==> src/rtl/sc_backg_shift_ctrl_pkg.sv <==
// Shared constants for the background-type lane controller and its row register.
package sc_backg_shift_ctrl_pkg;

  typedef enum logic [2:0] {
    IDLE    = 3'd0,
    CLEAR   = 3'd1,
    LOAD    = 3'd2,
    RUN     = 3'd3,
    SHIFT   = 3'd4,
    LEVELUP = 3'd5,
    FINAL   = 3'd6,
    DONE    = 3'd7
  } ctrlStateT;

  localparam logic [1:0] SHIFT_HOLD  = 2'b00;
  localparam logic [1:0] SHIFT_LEFT  = 2'b01;
  localparam logic [1:0] SHIFT_RIGHT = 2'b10;

  localparam logic [1:0] LEVEL_LAST = 2'd3;

endpackage

==> src/rtl/sc_backg_tick_prescaler.sv <==
// Shift-period prescaler: counts enabled clocks and emits a one-cycle tick on the
// terminal count, restarting from zero on the tick or on a synchronous clear.
module sc_backg_tick_prescaler #(
  parameter int TICK_WIDTH = 24
) (
  input  logic                  clock,
  input  logic                  reset,
  input  logic                  enable,
  input  logic                  clear,
  input  logic [TICK_WIDTH-1:0] terminalCount,
  output logic                  tick
);

  logic [TICK_WIDTH-1:0] count;

  assign tick = enable && !clear && (count == terminalCount);

  // Count while enabled; the compare-and-restart means the counter never wraps.
  always_ff @(posedge clock or posedge reset) begin
    if (reset) begin
      count <= '0;
    end else if (clear || tick) begin
      count <= '0;
    end else if (enable) begin
      count <= count + TICK_WIDTH'(1);
    end
  end

endmodule

==> src/rtl/sc_backg_shift_ctrl.sv <==
// Lane controller: sequences clear, per-level load, timed rotate strobes and the
// final-pattern load for one background-type row register.
module sc_backg_shift_ctrl
  import sc_backg_shift_ctrl_pkg::*;
#(
  parameter int                    TICK_WIDTH    = 24,
  parameter logic [TICK_WIDTH-1:0] PERIOD_LEVEL1 = 24'd5000000,
  parameter logic [TICK_WIDTH-1:0] PERIOD_LEVEL2 = 24'd4000000,
  parameter logic [TICK_WIDTH-1:0] PERIOD_LEVEL3 = 24'd3000000,
  parameter logic [TICK_WIDTH-1:0] PERIOD_LEVEL4 = 24'd2000000,
  parameter logic [1:0]            SHIFT_DIR     = 2'b01
) (
  input  logic       SC_BACKGCTRL_CLOCK_50,
  input  logic       SC_BACKGCTRL_RESET_InHigh,
  input  logic       SC_BACKGCTRL_start_InLow,
  input  logic       SC_BACKGCTRL_pause_InLow,
  input  logic       SC_BACKGCTRL_levelup_InLow,
  input  logic       SC_BACKGCTRL_gameover_InLow,
  output logic       SC_BACKGCTRL_clear_OutLow,
  output logic       SC_BACKGCTRL_load_OutLow,
  output logic       SC_BACKGCTRL_LoadFinalRegister_OutLow,
  output logic [1:0] SC_BACKGCTRL_shiftselection_Out,
  output logic [1:0] SC_BACKGCTRL_transitioncounter_OutBUS,
  output logic       SC_BACKGCTRL_won_OutHigh
);

  ctrlStateT             state;
  logic [1:0]            level;
  logic [TICK_WIDTH-1:0] terminalCount;
  logic                  tickEnable;
  logic                  tickClear;
  logic                  tick;

  // Terminal count for the current level; the prescaler counts 0..PERIOD-1.
  always_comb begin
    terminalCount = PERIOD_LEVEL1 - TICK_WIDTH'(1);
    case (level)
      2'd0:    terminalCount = PERIOD_LEVEL1 - TICK_WIDTH'(1);
      2'd1:    terminalCount = PERIOD_LEVEL2 - TICK_WIDTH'(1);
      2'd2:    terminalCount = PERIOD_LEVEL3 - TICK_WIDTH'(1);
      default: terminalCount = PERIOD_LEVEL4 - TICK_WIDTH'(1);
    endcase
  end

  // The SHIFT cycle advances the prescaler too, so strobes sit exactly one period apart.
  assign tickEnable = SC_BACKGCTRL_pause_InLow &&
                      ((state == RUN && SC_BACKGCTRL_gameover_InLow && SC_BACKGCTRL_levelup_InLow) ||
                       state == SHIFT);
  assign tickClear  = !(state == RUN || state == SHIFT);

  sc_backg_tick_prescaler #(
    .TICK_WIDTH(TICK_WIDTH)
  ) uPrescaler (
    .clock        (SC_BACKGCTRL_CLOCK_50),
    .reset        (SC_BACKGCTRL_RESET_InHigh),
    .enable       (tickEnable),
    .clear        (tickClear),
    .terminalCount(terminalCount),
    .tick         (tick)
  );

  // Sequencer: state, level and registered strobes that always reflect the state being entered.
  always_ff @(posedge SC_BACKGCTRL_CLOCK_50 or posedge SC_BACKGCTRL_RESET_InHigh) begin
    if (SC_BACKGCTRL_RESET_InHigh) begin
      state                                 <= IDLE;
      level                                 <= 2'd0;
      SC_BACKGCTRL_won_OutHigh              <= 1'b0;
      SC_BACKGCTRL_clear_OutLow             <= 1'b1;
      SC_BACKGCTRL_load_OutLow              <= 1'b1;
      SC_BACKGCTRL_LoadFinalRegister_OutLow <= 1'b1;
      SC_BACKGCTRL_shiftselection_Out       <= SHIFT_HOLD;
    end else begin
      SC_BACKGCTRL_clear_OutLow             <= 1'b1;
      SC_BACKGCTRL_load_OutLow              <= 1'b1;
      SC_BACKGCTRL_LoadFinalRegister_OutLow <= 1'b1;
      SC_BACKGCTRL_shiftselection_Out       <= SHIFT_HOLD;
      case (state)
        IDLE: begin
          if (!SC_BACKGCTRL_start_InLow) begin
            state                     <= CLEAR;
            level                     <= 2'd0;
            SC_BACKGCTRL_clear_OutLow <= 1'b0;
          end
        end
        CLEAR: begin
          state                    <= LOAD;
          level                    <= 2'd0;
          SC_BACKGCTRL_load_OutLow <= 1'b0;
        end
        LOAD: begin
          state <= RUN;
        end
        RUN: begin
          if (!SC_BACKGCTRL_gameover_InLow) begin
            state                    <= DONE;
            SC_BACKGCTRL_won_OutHigh <= 1'b0;
          end else if (!SC_BACKGCTRL_levelup_InLow) begin
            state <= LEVELUP;
          end else if (tick) begin
            state                           <= SHIFT;
            SC_BACKGCTRL_shiftselection_Out <= SHIFT_DIR;
          end
        end
        SHIFT: begin
          state <= RUN;
        end
        LEVELUP: begin
          if (level < LEVEL_LAST) begin
            state                    <= LOAD;
            level                    <= level + 2'd1;
            SC_BACKGCTRL_load_OutLow <= 1'b0;
          end else begin
            state                                 <= FINAL;
            SC_BACKGCTRL_LoadFinalRegister_OutLow <= 1'b0;
          end
        end
        FINAL: begin
          state                    <= DONE;
          SC_BACKGCTRL_won_OutHigh <= 1'b1;
        end
        DONE: begin
          if (!SC_BACKGCTRL_start_InLow) begin
            state                     <= CLEAR;
            level                     <= 2'd0;
            SC_BACKGCTRL_won_OutHigh  <= 1'b0;
            SC_BACKGCTRL_clear_OutLow <= 1'b0;
          end
        end
        default: begin
          state <= IDLE;
        end
      endcase
    end
  end

  assign SC_BACKGCTRL_transitioncounter_OutBUS = level;

endmodule

==> config.mk <==
export PLATFORM = sky130hd
export DESIGN_NAME = sc_backg_shift_ctrl
export DESIGN_NICKNAME = d
export VERILOG_FILES = /design/src/rtl/sc_backg_shift_ctrl_pkg.sv /design/src/rtl/sc_backg_tick_prescaler.sv /design/src/rtl/sc_backg_shift_ctrl.sv
export SDC_FILE = /design/constraint.sdc
export NUM_CORES = 1
export LEC_CHECK = 0
export ABC_AREA = 1
export CAP_MARGIN = 20
export CELL_PAD_IN_SITES_DETAIL_PLACEMENT = 1
export CELL_PAD_IN_SITES_GLOBAL_PLACEMENT = 2
export CORE_UTILIZATION = 38
export DETAILED_ROUTE_END_ITERATION = 6
export DONT_BUFFER_PORTS = 1
export MAX_ROUTING_LAYER = met4
export PLACE_DENSITY = 0.88
export SLEW_MARGIN = 10
export SYNTH_ARGS = -nofsm -noshare
export SYNTH_HDL_FRONTEND = slang
export SYNTH_HIERARCHICAL = 1
export SYNTH_SLANG_ARGS = --single-unit
export TNS_END_PERCENT = 50
==> constraint.sdc <==
create_clock -name SC_BACKGCTRL_CLOCK_50 -period 4.15 [get_ports SC_BACKGCTRL_CLOCK_50]
set_input_delay 0.83 -clock SC_BACKGCTRL_CLOCK_50 [delete_from_list [all_inputs] [get_ports SC_BACKGCTRL_CLOCK_50]]
set_output_delay 0.83 -clock SC_BACKGCTRL_CLOCK_50 [all_outputs]
set_load 0.01 [all_outputs]
==> results_dict.tcl <==
set metrics [dict create \
    track_usage_pct 23.1 \
    min_path_type "in -> async" \
    crit_type "reg -> reg" \
    fp.dieH_um 86.2 \
    worstPathCellList "nand2_4 -> nor2_4 -> nand2_1 -> a21boi_1 -> inv_2 -> nor3_2 -> nand2_2 -> nor2_2 -> nand3_1 -> nand2_1 -> nand2_1 -> nor2_1" \
    wire_per_inst_um 14.2 \
    grt_pass1_wl_um 12800 \
    crit_fanout 11 \
    cts_buffers 5 \
    critPathBufInv 1 \
    power_mw 1.17 \
    syn_area_sq_um 2700 \
    r2r-end "uPrescaler/count[17]$_DFFE_PP0P_" \
    path_delay_family "simple AND/OR/NAND/NOR gates" \
    clockBufferDepth 2 \
    drc_errors 0 \
    worstMarginPinSlew_ns 0.847 \
    cp-start-kind "flop" \
    antenna_cells 0 \
    grt_pass1_vias 2527 \
    p_per_area_nw_per_um2 396 \
    dp_hpwl_um 5970 \
    clock_latency_ns 0.28 \
    synth_ff_type "dfrtp_1" \
    coreArea_sq_um 6830 \
    grt_max_degree 25 \
    htreeDepth 2 \
    tns_ns 0 \
    synthesis.instances 414 \
    holdBufCountCts 0 \
    cts-resized-gates 0 \
    ys_ff_latch 34 \
    cts_tree "built" \
    fin_worst_skew_ns 0.00465 \
    cts_setup_buffers 0 \
    viasPerCell 4.67 \
    place_congestion 0.890 \
    crit_top_cell "nand2_1" \
    cp.required_ns 4.37 \
    slew-limit-headroom_pct 43.4 \
    area_delta_synth_final_pct 9.38 \
    rows 30 \
    clkSinkCount 34 \
    hold_viol 0 \
    cp.arrival_ns 3.17 \
    final.min_clock_period_ns 2.96 \
    crit_path_top_delay_cell "a21boi_1" \
    avgSynthCellArea_sq_um 6.51 \
    min_period_over_period_pct 71.3 \
    antenna_found_initial 0 \
    start_util_pct 39.5 \
    vias 2488 \
    die_area_sq_um 7430 \
    synth_edf_count 0 \
    drt_iter0_drc 95 \
    end_kind "flop" \
    final_util_pct 43.2 \
    grt_overflow_total 0 \
    maxSlewViolCount 0 \
    setup_viol 0 \
    leakagePower_nw 1.51 \
    die_w_um 86.2 \
    maxCapViolations 0 \
    synth.distinct_cells 34 \
    rsz0062_at_grt "false" \
    clock-root-buffer "clkbuf_8" \
    r2r_start "state[1]$_DFFE_PP0P_" \
    port_buffers 0 \
    ff2ff_path_depth 12 \
    place_inst 524 \
    reg2reg_slack_ns 1.19 \
    fin_cells 533 \
    yosysSeqAreaShare_pct 31.7 \
    status "finished, final reports clean" \
    ys_async_sr_fraction_pct 100 \
    yosysWarningCount 6 \
    routed_wl_um 7580 \
    nets 448 \
    clkTransAtPathRegs_ns 0.08 \
    drive_gt1_share_pct 11.0 \
    fmax_ghz 0.338 \
    io_pins 14 \
    first_pass_iters 4 \
    route.antenna.remaining_nets 0 \
    slowest_delay_ns 0.65 \
    irDropWorstVdd_mv 0.339 \
]
logic make-up (layout without fill, tap and decap cells):
logic type	after synthesis	after routing	synth area share (%)
other	2	24	0.279
buffers and inverters	78	79	12.7
AND/OR/NAND/NOR	264	264	44.3
XOR/XNOR	16	16	5.20
adder cells (fa/ha/maj)	6	6	2.79
flip-flops	34	34	31.7
AO/OA/AOI/OAI	14	14	3.02
per-layer routing:
layer	routed length, um	global-route usage (%)
met1	3570	30.2
met2	3730	39.1
met3	250	2.67
met4	29	4.09
met5	0	-
flip-flops by register name (all words and copies together) (netlist names):
register and flops:
SC_BACKGCTRL_won_OutHigh 1, SC_BACKGCTRL_load_OutLow 1, SC_BACKGCTRL_shiftselection_Out 1, SC_BACKGCTRL_transitioncounter_OutBUS 2, uPrescaler/count 24, SC_BACKGCTRL_LoadFinalRegister_OutLow 1, SC_BACKGCTRL_clear_OutLow 1, state 3
cell usage in the layout, fill, tap and decap left out, types with 3 or more instances in the layout:
master	synthesis	routed
a21oi_1	4	4
clkbuf_8	0	6
conb_1	2	24
dfrtp_1	31	31
dfstp_2	3	3
ha_1	6	6
inv_1	61	61
inv_2	7	7
nand2_1	119	119
nand2_2	6	6
nand3_1	28	28
nand3_2	4	4
nand4_1	15	15
nor2_1	68	68
nor2_2	8	8
nor3_1	6	6
o21ai_0	3	3
o21ai_1	3	3
xnor2_1	3	3
xor2_1	13	13
where the power goes:
group	leakage, nW	switching [mW]	internal, mW
Clock	0.0472	0.133	0.134
Combinational	1.00	0.310	0.144
Sequential	0.457	0.0773	0.369
Total	1.51	0.520	0.646
how the worst max path moves through the flow:
stage / to / slack (ns) / from / cells after the start
after floorplan: state[0]$_DFFE_PP0P_ / 1.93 / SC_BACKGCTRL_gameover_InLow / 16
after global placement: uPrescaler/count[23]$_DFFE_PP0P_ / 1.34 / SC_BACKGCTRL_gameover_InLow / 12
after detailed placement: uPrescaler/count[17]$_DFFE_PP0P_ / 1.21 / SC_BACKGCTRL_gameover_InLow / 12
after CTS: uPrescaler/count[17]$_DFFE_PP0P_ / 1.23 / state[1]$_DFFE_PP0P_ / 12
after global routing: uPrescaler/count[19]$_DFFE_PP0P_ / 0.90 / state[1]$_DFFE_PP0P_ / 12
final: uPrescaler/count[17]$_DFFE_PP0P_ / 1.19 / state[1]$_DFFE_PP0P_ / 12
synthesized netlist by cell type (3+ instances only):
cell type	instances	area (sq um)
a21oi_1	4	20.0
buf_6	5	56.3
dfrtp_1	31	776
dfstp_2	3	78.8
ha_1	6	75.1
inv_1	61	229
inv_2	7	26.3
nand2_1	119	447
nand2_2	6	37.5
nand3_1	28	140
nand3_2	4	40.0
nand4_1	15	93.8
nor2_1	68	255
nor2_2	8	50.1
nor3_1	6	30.0
o21ai_0	3	15.0
o21ai_1	3	15.0
xnor2_1	3	26.3
xor2_1	13	114
area by class of cell:
class | count | area (sq um)
flip-flops and latches | 34 | 855
clock buffers | 6 | 82.6
fillers | 935 | 3880
multi-input cells | 324 | 1580
well taps | 96 | 120
inverters | 69 | 262
repair buffers | 2 | 35.0
clock inverters | 2 | 12.5
metrics by stage:
step	instance area, sq um	hold slack [ns]	setup WS, ns
5_1_grt	2950	0.439	0.901
6_report	2950	0.402	1.19
2_1_floorplan	2780	0.504	1.93
3_3_place_gp	2830	0.525	1.34
3_5_place_dp	2830	0.533	1.21
4_1_cts	2920	0.405	1.23
No activity file was read; power rests on OpenSTA's default activity.
